File: src/rtl/alu_frame_interface.sv
// Frame interface between a byte UART and a combinational ALU: gathers operand A,
// operand B and an opcode from received bytes, then streams the ALU result back out.
module alu_frame_interface #(
    parameter int DBIT    = 8,
    parameter int NB_DATA = 16,
    parameter int NB_OP   = 6,
    parameter int TIMEOUT = 50000
) (
    input  logic               i_clk,
    input  logic               i_reset,
    input  logic               i_rx_done_tick,
    input  logic [DBIT-1:0]    i_rx_data,
    input  logic [NB_DATA-1:0] i_alu_result,
    input  logic               i_tx_done_tick,
    output logic [NB_DATA-1:0] o_data_a,
    output logic [NB_DATA-1:0] o_data_b,
    output logic [NB_OP-1:0]   o_operation,
    output logic               o_tx_start,
    output logic [DBIT-1:0]    o_tx_data,
    output logic               o_busy,
    output logic               o_frame_err
);

    localparam int BYTES = NB_DATA / DBIT;
    localparam int IDX_W = (BYTES > 1) ? $clog2(BYTES) : 1;
    localparam int TO_W  = $clog2(TIMEOUT);

    localparam logic [IDX_W-1:0] LAST_IDX = IDX_W'(BYTES - 1);
    localparam logic [TO_W-1:0]  TO_LAST  = TO_W'(TIMEOUT - 1);

    typedef enum logic [2:0] {
        RX_A,
        RX_B,
        RX_OP,
        EXEC,
        TX_SEND,
        TX_WAIT
    } state_t;

    state_t             state_q;
    logic [IDX_W-1:0]   idx_q;
    logic [IDX_W-1:0]   tx_idx_q;
    logic [TO_W-1:0]    to_q;
    logic [NB_DATA-1:0] shadow_a_q;
    logic [NB_DATA-1:0] shadow_b_q;
    logic [NB_DATA-1:0] data_a_q;
    logic [NB_DATA-1:0] data_b_q;
    logic [NB_OP-1:0]   op_q;
    logic [NB_DATA-1:0] shift_q;
    logic               tx_start_q;
    logic [DBIT-1:0]    tx_data_q;
    logic               busy_q;
    logic               frame_err_q;

    // The inter-byte timer only runs once part of a frame is held.
    logic frame_started;
    assign frame_started = (state_q != RX_A) || (idx_q != '0);

    // NOTE: every register here is written with <= so all of them update from the
    // same pre-edge values; mixing in = would make results depend on statement order.
    always_ff @(posedge i_clk) begin
        tx_start_q  <= 1'b0;
        frame_err_q <= 1'b0;

        if (!i_reset) begin
            state_q    <= RX_A;
            idx_q      <= '0;
            tx_idx_q   <= '0;
            to_q       <= '0;
            // NOTE: the shadow registers are cleared too, so an aborted frame leaves nothing behind.
            shadow_a_q <= '0;
            shadow_b_q <= '0;
            data_a_q   <= '0;
            data_b_q   <= '0;
            op_q       <= '0;
            shift_q    <= '0;
            tx_data_q  <= '0;
            busy_q     <= 1'b0;
        end else begin
            case (state_q)
                RX_A, RX_B, RX_OP: begin
                    if (i_rx_done_tick) begin
                        to_q <= '0;
                        if (state_q == RX_OP) begin
                            data_a_q <= shadow_a_q;
                            data_b_q <= shadow_b_q;
                            op_q     <= i_rx_data[NB_OP-1:0];
                            idx_q    <= '0;
                            busy_q   <= 1'b1;
                            state_q  <= EXEC;
                        end else begin
                            for (int k = 0; k < BYTES; k++) begin
                                if (idx_q == IDX_W'(k)) begin
                                    if (state_q == RX_A) shadow_a_q[k*DBIT +: DBIT] <= i_rx_data;
                                    else                 shadow_b_q[k*DBIT +: DBIT] <= i_rx_data;
                                end
                            end
                            if (idx_q == LAST_IDX) begin
                                idx_q   <= '0;
                                state_q <= (state_q == RX_A) ? RX_B : RX_OP;
                            end else begin
                                idx_q <= idx_q + 1'b1;
                            end
                        end
                    end else if (frame_started) begin
                        if (to_q == TO_LAST) begin
                            shadow_a_q  <= '0;
                            shadow_b_q  <= '0;
                            idx_q       <= '0;
                            to_q        <= '0;
                            state_q     <= RX_A;
                            frame_err_q <= 1'b1;
                        end else begin
                            to_q <= to_q + 1'b1;
                        end
                    end
                end

                EXEC: begin
                    frame_err_q <= i_rx_done_tick;
                    shift_q     <= i_alu_result;
                    tx_idx_q    <= '0;
                    state_q     <= TX_SEND;
                end

                TX_SEND: begin
                    frame_err_q <= i_rx_done_tick;
                    tx_start_q  <= 1'b1;
                    tx_data_q   <= shift_q[DBIT-1:0];
                    state_q     <= TX_WAIT;
                end

                TX_WAIT: begin
                    frame_err_q <= i_rx_done_tick;
                    if (i_tx_done_tick) begin
                        shift_q <= shift_q >> DBIT;
                        if (tx_idx_q == LAST_IDX) begin
                            busy_q  <= 1'b0;
                            state_q <= RX_A;
                        end else begin
                            tx_idx_q <= tx_idx_q + 1'b1;
                            state_q  <= TX_SEND;
                        end
                    end
                end

                default: begin
                    busy_q  <= 1'b0;
                    state_q <= RX_A;
                end
            endcase
        end
    end

    assign o_data_a    = data_a_q;
    assign o_data_b    = data_b_q;
    assign o_operation = op_q;
    assign o_tx_start  = tx_start_q;
    assign o_tx_data   = tx_data_q;
    assign o_busy      = busy_q;
    assign o_frame_err = frame_err_q;

endmodule

File: config.mk
export PLATFORM = sky130hd
export DESIGN_NAME = alu_frame_interface
export DESIGN_NICKNAME = d
export VERILOG_FILES = /design/src/rtl/alu_frame_interface.sv
export SDC_FILE = /design/constraint.sdc
export NUM_CORES = 1
export LEC_CHECK = 0
export CAP_MARGIN = 20
export CORE_ASPECT_RATIO = 1.2
export CORE_UTILIZATION = 38
export CTS_BUF_LIST = sky130_fd_sc_hd__clkbuf_4
export DETAILED_ROUTE_END_ITERATION = 10
export GPL_TIMING_DRIVEN = 0
export SYNTH_ARGS = -nofsm -noshare
export SYNTH_HDL_FRONTEND = slang
export SYNTH_SLANG_ARGS = --single-unit
File: constraint.sdc
create_clock -name i_clk -period 2.67 [get_ports i_clk]
set_input_delay 0.4005 -clock i_clk [delete_from_list [all_inputs] [get_ports i_clk]]
set_output_delay 0.4005 -clock i_clk [all_outputs]
set_load 0.01 [all_outputs]
; Word level (Yosys, flattened, before mapping)
; Cells that the tools add are included.
[word_totals]
reg_bits = 118
input_bits = 28
output_inout_bits = 49
word_cells = 101
[classes]
n_addsub = 3
n_eq_ne = 18
n_mux = 44
bitwise_logic = 1
reduce_logical = 19
[op_table]
columns = cell, n
row1 = 16-bit 2-to-1 mux, 10
row2 = 8-bit 2-to-1 mux, 6
row3 = 16-bit one-hot mux with 2 select lines, 1
row4 = 6-bit AND reduction, 4
row5 = 3-bit 2-to-1 mux, 7
row6 = 16-bit by 1-bit adder with 16-bit output (second input constant), 1
row7 = 16-bit == test (second input constant), 1
row8 = 1-bit 2-to-1 mux, 15
row9 = 2-bit != test (second input constant), 7
row10 = 3-bit one-hot mux with 4 select lines, 1
row11 = 3-bit by 2-bit == test with 1-bit output (second input constant), 2
row12 = 3-bit == test (second input constant), 2
row13 = 3-bit != test (second input constant), 2
row14 = 3-bit AND reduction, 2
row15 = 2-bit nonzero test, 3
row16 = 3-bit OR reduction, 2
row17 = 5-bit AND reduction, 1
row18 = 2-bit by 1-bit != test with 1-bit output (second input constant), 2
row19 = 4-bit != test (second input constant), 1
row20 = 1-bit one-hot mux with 2 select lines, 2
row21 = 2-bit AND reduction, 2
row22 = 4-bit AND reduction, 1
row23 = 3-bit by 1-bit == test with 1-bit output (second input constant), 1
row24 = 3-bit logical NOT, 1
row25 = other kinds (7), 8

; Logic depth before layout (Yosys ltp)
; Gate-level depths: netlist (run 1).
[logic_depth]
ltp_word = 6
ltp_mapped = 7

; Least setup slack after synthesis (run 1)
; No wires, ideal clock.
[synth_path]
path_type = reg2reg
startpoint = register to_q[0]
endpoint = register state_q[1]
setup_time_ns = 0.086
arrival_time_ns = 1.569
t_required_ns = 2.584
path_slack_ns = 1.014
path_stages_with_launch = 6
path_buffers = 0
cell_sequence = dfxtp_1 -> ha_1 -> and4_1 -> nand4_1 -> or3_1 -> a221oi_2
[synth_via]
elab_chain_cells = 3
[synth_lines]
columns = element, line_no
row1 = from (decl), 43  ; logic [TO_W-1:0] to_q;
row2 = from (signal assigned), 114  ; to_q <= to_q + 1'b1;
row3 = 16-bit == test, 106  ; if (to_q == TO_LAST) begin
row4 = 3-bit != test (no source line), --
row5 = 4-bit AND reduction (no source line), --
row6 = to (signal assigned), 100  ; state_q <= (state_q == RX_A) ? RX_B : RX_OP;
row7 = to (decl), 40  ; state_t state_q;
; Every way passes these cells.
; A chain may end at the register's enable or synchronous reset.

; Worst setup path in the final report (run 1)
[layout_path]
startpoint = register to_q[0]
endpoint = register shadow_b_q[5]
[layout_via]
elab_chain_cells = 3
[layout_lines]
columns = element, line_no
row1 = 16-bit == test, 106
row2 = 2-bit nonzero test (no source line), --
row3 = 6-bit AND reduction (no source line), --
row4 = "to (signal, indexed assignment)", 95  ; else shadow_b_q[k*DBIT +: DBIT] <= i_rx_data;
row5 = to (decl), 45  ; logic [NB_DATA-1:0] shadow_b_q;
; Every way passes these cells.

==> results of run 1 <==
-- area by class of cell --
cell class | count | area [um2] | share of cell area (%)
antenna | 1 | 2.50 | 0.0415
buffer | 37 | 201 | 3.34
clock buffer | 21 | 158 | 2.62
clock inverter | 11 | 85.1 | 1.41
inverter | 6 | 22.5 | 0.374
multi-input combinational | 368 | 2240 | 37.2
sequential | 118 | 2360 | 39.2
tap | 161 | 201 | 3.34
timing repair buffer | 75 | 751 | 12.5
-- critical path, cell delays in order (launching register included) --
cell	delay (ns)
dfxtp_1	0.40
ha_1	0.23
and4_1	0.26
a41oi_1	0.21
nor3_2	0.55
o22ai_1	0.18
-- kinds of logic (layout without fill, tap and decap cells) --
group                      after synthesis  count (layout)  synth area share [%]
adders and majority gates                1               1                 0.259
AOI/OAI and AO/OA                      116             116                  15.8
other                                    0               1                     0
DFF                                    118             118                  49.0
muxes                                   33              33                  6.84
xor gates and xnor gates                 8               8                  1.45
and+or+nand+nor                        210             210                  22.0
buffers and inverters                   43             150                  4.64
-- how the worst min path moves through the flow --
stage	start	to	slack, ns
after global placement	shadow_a_q[13]$_SDFFE_PN0P_	o_data_a[13]$_SDFFE_PN0P_	0.44
after floorplan	shadow_a_q[10]$_SDFFE_PN0P_	o_data_a[10]$_SDFFE_PN0P_	0.43
final	i_reset	to_q[15]$_SDFFE_PN0P_	0.38
after global routing	i_reset	to_q[15]$_SDFFE_PN0P_	0.36
after CTS	i_reset	to_q[10]$_SDFFE_PN0P_	0.36
after detailed placement	shadow_a_q[13]$_SDFFE_PN0P_	o_data_a[13]$_SDFFE_PN0P_	0.45
-- flip-flops by register name, summed over array words and instances, names as in the netlist --
| signal | count |
|---|---|
| shift_q | 16 |
| o_tx_start | 1 |
| tx_idx_q | 1 |
| o_data_b | 16 |
| o_frame_err | 1 |
| shadow_a_q | 16 |
| o_busy | 1 |
| o_tx_data | 8 |
| to_q | 16 |
| shadow_b_q | 16 |
| state_q | 3 |
| o_operation | 6 |
| o_data_a | 16 |
| idx_q | 1 |
-- metal layers --
metal  share of wire [%]  GRT usage, %  routed length [um]  vias up
met2                  46          30.2                5470       91
met4                 1.3          5.88                 151        0
met5                   0             0                   0        -
met3                 5.8          5.47                 688       10
li1                    -             -                   -     2061
met1                  47          24.5                5580     1895
-- through the flow --
stage / cell area (um2) / hold WS [ns] / util, % / setup slack (ns) / power (mW)
finish: 6020 / 0.385 / 49.3 / 0.702 / 3.27
global route: 6020 / 0.362 / 49.3 / 0.621 / 3.43
CTS: 6020 / 0.363 / 49.3 / 0.703 / 3.31
detailed placement: 5780 / 0.446 / 47.3 / 0.358 / 2.18
global placement: 5780 / 0.443 / 47.3 / 0.400 / 2.18
floorplan: 4830 / 0.432 / - / 1.01 / 2.07
-- cells in the mapped netlist (3+ instances only) --
cell | instances | area, um2
xnor2_1 | 7 | 61.3
nand3_1 | 12 | 60.1
buf_6 | 3 | 33.8
buf_2 | 10 | 50.1
a31oi_1 | 4 | 25.0
clkbuf_1 | 19 | 71.3
inv_1 | 4 | 15.0
a211oi_1 | 9 | 67.6
nand2_1 | 111 | 417
a32o_1 | 8 | 80.1
a22oi_1 | 8 | 60.1
o31ai_1 | 3 | 22.5
a21o_1 | 3 | 22.5
dfxtp_1 | 118 | 2360
nor4_1 | 3 | 18.8
o22ai_1 | 8 | 50.1
a21oi_1 | 50 | 250
or3_1 | 9 | 56.3
buf_4 | 3 | 22.5
and4_1 | 4 | 35.0
o21ai_0 | 12 | 60.1
nor2_1 | 35 | 131
nand2b_1 | 3 | 18.8
mux2i_1 | 33 | 330
-- power groups by stage --
stage	Clock [mW]	Sequential, mW	Combinational, mW
finish	1.13	1.83	0.313
global route	1.25	1.84	0.342
CTS	1.16	1.83	0.315
detailed placement	0	1.87	0.313
global placement	0	1.87	0.307
floorplan	0	1.86	0.200
==> impl_metrics.py, run 1 <==
metrics = {
    "drt": {
        "wire_per_inst_um": 14.9,
        "postRouteAntennaNets": 0,
        "routed_via_density": 5.08,
        "dr.first_iter.drc_count": 233,
        "routed_wl_mm": 11.9,
        "drc_errors": 0,
        "via_count": 4057,
        "drt-pass1-iter-count": 5,
    },
    "floorplan": {
        "ios": 77,
        "coreArea_um2": 12200,
        "die_area_um2": 13200,
        "num_rows": 44,
        "die_x_um": 105,
        "start_util_pct": 39.5,
        "die_height_um": 125,
    },
    "power": {
        "p_int_mw": 2.42,
        "p_leak_nw": 2.24,
        "power.density_nw_per_um2": 544,
        "clock_power_share_pct": 34.5,
        "combPwrFrac_pct": 9.6,
        "p_switching_mw": 0.854,
        "switching_share_pct": 26.1,
        "pwr-share-seq_pct": 55.9,
        "ir_worst_vdd_mv": 0.266,
    },
    "critical_path": {
        "cp_max_fo": 8,
        "critPathLaunchType": "register",
        "timing.rr.end": "shadow_b_q[5]$_SDFFE_PN0P_",
        "r2r-start": "to_q[0]$_SDFFE_PN0P_",
        "endpoint": "shadow_b_q[5]$_SDFFE_PN0P_",
        "worstSetupStartpoint": "to_q[0]$_SDFFE_PN0P_",
        "worstSetupPathType": "reg2reg",
        "end_kind": "register",
        "rr_worst_depth": 5,
        "r2r_slack_ns": 0.70,
        "crit_arrival_ns": 2.34,
        "required_ns": 3.04,
    },
    "cells_and_area": {
        "layout-drive-gt1-share_pct": 11.2,
        "most-common-layout-cells": "dfxtp_1, nand2_1, clkdlybuf4s50_1",
        "nNetsFinal": 652,
        "fill_cells": 1215,
        "synthToLayoutAreaGrowth_pct": 24.8,
        "fin_cells": 798,
        "mostFrequentLayoutCell": "dfxtp_1",
    },
    "synth": {
        "synth-edff-count": 0,
        "ys_types": 62,
        "ys_async_sr_fraction_pct": 0,
        "syn_area_per_cell_um2": 9.12,
        "synth_fp_nets": 558,
        "syn_inst": 529,
        "ys.flop_type": "dfxtp_1",
        "synth-seq-cells": 118,
        "seq_area_frac_synth_pct": 48.9,
        "synth_warnings": 0,
        "syn_area_um2": 4830,
    },
    "global_route": {
        "grt_usage_pct": 18.9,
        "grt_max_degree": 17,
        "overflow": 0,
        "antenna_found_initial": 1,
        "grt_pass1_wl_mm": 19.5,
        "grt_pass1_vias": 3939,
    },
    "timing": {
        "rsz0062_at_grt": "false",
        "tightest_slew_ns": 0.667,
        "slew_violations": 0,
        "min_period_ns": 1.97,
        "post-route-period-util_pct": 73.7,
        "finalHoldViolations": 0,
        "clock_skew_ns": 0.0118,
        "tns_ns": 0,
        "fmax_ghz": 0.508,
        "relSlewSlack_pct": 55.2,
        "setup_viol": 0,
    },
    "hold_path": {
        "min_path_cells": 3,
        "min_path_type": "in2reg",
    },
    "clock_tree": {
        "cts.sinks": 118,
        "tritoncts": "yes",
        "htreeDepth": 4,
        "cts.root.buffer_cell": "clkbuf_4",
        "path_clk_slew_ns": 0.10,
        "cts_setup_buffers": 0,
        "postCtsHoldBufs": 0,
        "cts_max_path_buffers": 2,
        "clkLatencyLatePin_ns": 0.52,
        "cts_resized": 0,
        "cts_buffers": 17,
    },
    "placed_design": {
        "dp_hpwl_mm": 8.60,
        "port_buffers": 75,
        "gp_congestion": 0.789,
        "dpl.cell_count": 765,
    },
    "job": {
        "max_cap_violations": 0,
    },
    "status": {
        "outcome": "finished clean",
    },
}
Note: power is estimated with default switching activity, not from simulation.
==> run 2: changes to the inputs <==
==> constraint.sdc (replaced) <==
create_clock -name i_clk -period 1.7 [get_ports i_clk]
set_input_delay 0.255 -clock i_clk [delete_from_list [all_inputs] [get_ports i_clk]]
set_output_delay 0.255 -clock i_clk [all_outputs]
set_load 0.01 [all_outputs]
==> run 2 against run 1 <==
  * Global-route usage increased by 0.23 points
  * Sequential power is 57% higher
  * Die area unchanged
  * Largest power group unchanged
  * Critical path type unchanged
  * Routed wire length grew 6.7%
  * Highest routed layer unchanged
  * Clock power rose by 57%
  * The flow now finishes with violations (setup timing)
  * Cell count up 1.9%
  * Flip-flop and latch count unchanged
  * Register-to-register slack worse by 0.74 ns
  * Via count increased by 3.0%
==> impl_metrics.py, run 2 (synthesis results as in run 1) <==
metrics = {
    "critical_path": {
        "critPathMaxStageDelay_ns": 0.43,
        "critPathLaunchType": "register",
        "cp_max_fo": 4,
        "worstSetupPathType": "reg2reg",
        "end_kind": "register",
        "required_ns": 2.08,
        "slowest_stage": "nor4b_4",
        "crit_arrival_ns": 2.11,
        "crit_chain": "nor4b_4 > nand4_1 > buf_4 > o31ai_1 > a221oi_2",
    },
    "drt": {
        "dr.first_iter.drc_count": 280,
        "routed_via_density": 5.14,
        "drt-pass1-iter-count": 5,
        "drc_errors": 0,
        "routed_wl_mm": 12.7,
        "wire_per_inst_um": 15.6,
        "via_count": 4177,
        "postRouteAntennaNets": 0,
    },
    "timing": {
        "relSlewSlack_pct": 59.9,
        "slew_violations": 0,
        "tightest_slew_ns": 0.602,
        "min_period_ns": 1.73,
        "post-route-period-util_pct": 102,
        "setup_slack_ns": -0.0333,
        "setup_viol": 2,
        "finalHoldViolations": 0,
        "rsz0062_at_grt": "true",
        "clock_skew_ns": 0.00856,
        "fmax_ghz": 0.577,
    },
    "clock_tree": {
        "clkLatencyLatePin_ns": 0.51,
        "tritoncts": "yes",
        "cts_max_path_buffers": 2,
        "cts.sinks": 118,
        "cts.root.buffer_cell": "clkbuf_4",
        "htreeDepth": 4,
        "cts_buffers": 17,
        "path_clk_slew_ns": 0.10,
    },
    "power": {
        "p_leak_nw": 3.06,
        "ir_worst_vdd_mv": 0.418,
        "power.density_nw_per_um2": 816,
    },
    "cells_and_area": {
        "layout-drive-gt1-share_pct": 17.7,
        "postLayoutCoreUtil_pct": 52.8,
        "regArea_um2": 2370,
        "most-common-layout-cells": "nand2_1, dfxtp_1, a21oi_1",
        "multi_input_area_um2": 2360,
        "fill_cells": 1185,
        "synthToLayoutAreaGrowth_pct": 33.7,
        "nNetsFinal": 667,
    },
    "placed_design": {
        "dp_hpwl_mm": 8.60,
        "gp_congestion": 0.789,
        "dp_slack_ns": -0.466,
        "port_buffers": 75,
    },
    "floorplan": {
        "ios": 77,
        "start_util_pct": 39.5,
        "coreArea_um2": 12200,
        "die_height_um": 125,
        "num_rows": 44,
        "die_area_um2": 13200,
        "die_x_um": 105,
    },
    "status": {
        "outcome": "finished, violations left",
        "violations": "setup timing",
    },
    "global_route": {
        "met3_usage_pct": 5.58,
        "grt_max_degree": 17,
        "grt_busiest_layer": "met2",
        "grt_pass1_vias": 4031,
        "grt_pass1_wl_mm": 19.8,
        "use_met1_pct": 24.5,
        "grt_usage_pct": 19.1,
        "antenna_found_initial": 1,
        "overflow": 0,
        "grt_util_met2_pct": 30.7,
    },
    "hold_path": {
        "min_path_type": "in2reg",
    },
    "job": {
        "max_cap_violations": 0,
    },
}
-- run 2: cell types whose count changed in the layout (fill, tap and decap cells not counted), moves of 3 or more --
cell	previous run	this run
clkbuf_1	19	13
clkbuf_4	21	24
clkdlybuf4s50_1	75	27
dfxtp_2	0	7
buf_2	10	6
buf_4	3	14
clkbuf_2	0	3
buf_6	3	8
dlygate4sd2_1	0	11
dlymetal6s2s_1	0	37
dfxtp_1	118	110
-- run 2: worst max-delay path: cells and delay by family, from the launching register on --
family / cells / cell delay, ns
buf+inv: 1 / 0.19
flops: 1 / 0.36
simple gates: 2 / 0.64
compound gates: 2 / 0.41
-- run 2: cell type report --
class	instances	share of cell area, %
Antenna cell	1	0.0388
Buffer	35	3.51
Clock buffer	21	2.44
Clock inverter	11	1.32
Inverter	6	0.349
Multi-Input combinational cell	368	36.7
Sequential cell	118	36.8
Tap cell	161	3.12
Timing Repair Buffer	92	15.7
-- run 2: per-layer routing --
metal	part of all wire, %	wire length [um]
met5	0	0
met3	4.3	541
met4	1.8	231
met1	46	5870
met2	48	6040
-- run 2: path summary, 6_finish.rpt --
check | startpoint | to | slack (ns) | cells after the start
worst max-delay path | to_q[7]$_SDFFE_PN0P_ | state_q[1]$_SDFFE_PN0P_ | -0.03 | 5
worst min-delay path | i_reset | shadow_b_q[8]$_SDFFE_PN0P_ | 0.29 | 3
worst max register to register | to_q[7]$_SDFFE_PN0P_ | state_q[1]$_SDFFE_PN0P_ | -0.03 | 5
worst min register to register | o_operation[0]$_SDFFE_PN0P_ | o_operation[0]$_SDFFE_PN0P_ | 0.46 | 2
-- run 2: power by group --
part           switching, mW  internal [mW]
Sequential            0.0473           2.83
Clock                   1.00          0.769
Combinational          0.335          0.279
Total                   1.38           3.88
-- run 2: repair_timing --
action / 4_1_cts / 5_1_grt
hold buffers: 0 / 0
setup buffers: 5 / 11
setup endpoints to repair: 87 / 134
resized for setup: 27 / 75
pin swaps: 7 / 18
gates cloned: 0 / 1
-- run 2: through the flow --
stage	power [mW]	instance area, um2	setup TNS (ns)	hold slack, ns	instances
after floorplan	3.24	4830	0	0.381	529
after global placement	3.42	5780	-32.51	0.443	765
after detailed placement	3.43	5780	-34.39	0.446	765
after CTS	5.24	6110	-0.297	0.242	801
after global routing	5.52	6450	-0.403	0.239	813
final	5.26	6450	-0.0525	0.289	813
==> run 3: changes to the inputs <==
--- a/config.mk
+++ b/config.mk
@@ -11,6 +11,7 @@
 export CTS_BUF_LIST = sky130_fd_sc_hd__clkbuf_4
 export DETAILED_ROUTE_END_ITERATION = 10
 export GPL_TIMING_DRIVEN = 0
+export SKIP_CTS_REPAIR_TIMING = 1
 export SYNTH_ARGS = -nofsm -noshare
 export SYNTH_HDL_FRONTEND = slang
 export SYNTH_SLANG_ARGS = --single-unit
==> run 3 against run 2 <==
  * The run still ends with setup timing left
  * Non-clock buffer count is 6 lower
  * Clock power about the same
  * Hold slack worse by 0.040 ns
  * Critical path depth down 1
  * Utilization down 0.36 points
  * First-iteration DRC count shrank 5.0%
  * Sequential share of layout area rose by 0.29 points
  * Register-to-register slack better by 0.02 ns
  * Via count down 1.4%
  * Routed wire length shrank 3.1%
  * Maximum frequency increased by 1.4%
==> impl_metrics.py, run 3 (synthesis results as in run 1) <==
metrics = {
    "floorplan": {
        "die_x_um": 105,
        "die_area_um2": 13200,
        "coreArea_um2": 12200,
        "die_height_um": 125,
        "ios": 77,
        "start_util_pct": 39.5,
        "num_rows": 44,
    },
    "clock_tree": {
        "cts.root.buffer_cell": "clkbuf_4",
        "cts_max_path_buffers": 2,
        "tritoncts": "yes",
        "cts.sinks": 118,
        "path_clk_slew_ns": 0.10,
        "htreeDepth": 4,
        "cts_buffers": 17,
        "clkLatencyLatePin_ns": 0.51,
    },
    "global_route": {
        "grt_pass1_wl_mm": 19.5,
        "antenna_found_initial": 1,
        "overflow": 0,
        "grt_pass1_vias": 3939,
        "grt_max_degree": 17,
        "grt_usage_pct": 18.9,
    },
    "critical_path": {
        "critPathLaunchType": "register",
        "cp_max_fo": 4,
        "end_kind": "register",
        "required_ns": 2.12,
        "worstSetupPathType": "reg2reg",
        "crit_arrival_ns": 2.13,
    },
    "drt": {
        "postRouteAntennaNets": 0,
        "routed_wl_mm": 12.3,
        "via_count": 4119,
        "drc_errors": 0,
        "wire_per_inst_um": 15.2,
        "dr.first_iter.drc_count": 266,
        "drt-pass1-iter-count": 4,
        "routed_via_density": 5.10,
    },
    "status": {
        "violations": "setup timing",
        "outcome": "finished, violations left",
    },
    "power": {
        "p_leak_nw": 3.17,
        "power.density_nw_per_um2": 815,
        "ir_worst_vdd_mv": 0.418,
        "finalPower_mw": 5.22,
    },
    "placed_design": {
        "port_buffers": 75,
        "dp_slack_ns": -0.466,
        "dp_hpwl_mm": 8.60,
        "gp_congestion": 0.789,
    },
    "timing": {
        "setup_viol": 1,
        "fmax_ghz": 0.585,
        "relSlewSlack_pct": 60.1,
        "setup_slack_ns": -0.00883,
        "clock_skew_ns": 0.00773,
        "hold_slack_ns": 0.250,
        "slew_violations": 0,
        "tns_ns": -0.00883,
        "finalHoldViolations": 0,
        "rsz0062_at_grt": "true",
        "min_period_ns": 1.71,
        "post-route-period-util_pct": 101,
        "tightest_slew_ns": 0.599,
    },
    "hold_path": {
        "min_path_type": "in2reg",
    },
    "cells_and_area": {
        "nNetsFinal": 661,
        "layout-drive-gt1-share_pct": 16.3,
        "most-common-layout-cells": "nand2_1, dfxtp_1, a21oi_1",
        "synthToLayoutAreaGrowth_pct": 32.7,
    },
    "job": {
        "max_cap_violations": 0,
    },
}
-- run 3: path summary, 6_finish.rpt --
path                       startpoint                  endpoint  slack (ns)  depth (start not counted)
max              to_q[7]$_SDFFE_PN0P_   state_q[1]$_SDFFE_PN0P_      -0.009                          4
min reg2reg  o_data_a[6]$_SDFFE_PN0P_  o_data_a[6]$_SDFFE_PN0P_        0.46                          2
max reg2reg      to_q[7]$_SDFFE_PN0P_   state_q[1]$_SDFFE_PN0P_      -0.009                          4
min                           i_reset     to_q[11]$_SDFFE_PN0P_        0.25                          3
-- run 3: final cells by class --
class | instances | area (um2)
tap | 161 | 201
inverter | 6 | 22.5
sequential | 118 | 2380
clock inverter | 11 | 85.1
antenna | 1 | 2.50
clock buffer | 21 | 158
timing repair buffer | 86 | 978
buffer | 35 | 225
multi-input combinational | 368 | 2360
fill | 1177 | 5820
-- run 3: worst max-delay path: stages (launching register included) --
cell and delay (ns):
dfxtp_4 0.38, nor4b_4 0.37, nand4_1 0.23, or3_4 0.38, a221oi_2 0.25
-- run 3: layer usage --
layer / track usage [%] / up-vias / share of wire, %
met1: 24.5 / 1932 / 47
met5: 0 / - / 0
met2: 30.2 / 95 / 47
met4: 5.88 / 0 / 1.5
met3: 5.47 / 17 / 3.9
li1: - / 2075 / -
-- run 3: per-stage QoR --
stage,utilization [%],instances,area [um2]
after global routing,52.4,807,6410
after CTS,49.3,797,6020
final,52.4,807,6410
after floorplan,-,529,4830
after detailed placement,47.3,765,5780
after global placement,47.3,765,5780
-- run 3: report_power, final --
group          internal, mW  switching, mW  total, mW
registers              2.83         0.0505       2.88
clock network         0.769          0.999       1.77
logic                 0.255          0.319      0.573
total                  3.85           1.37       5.22
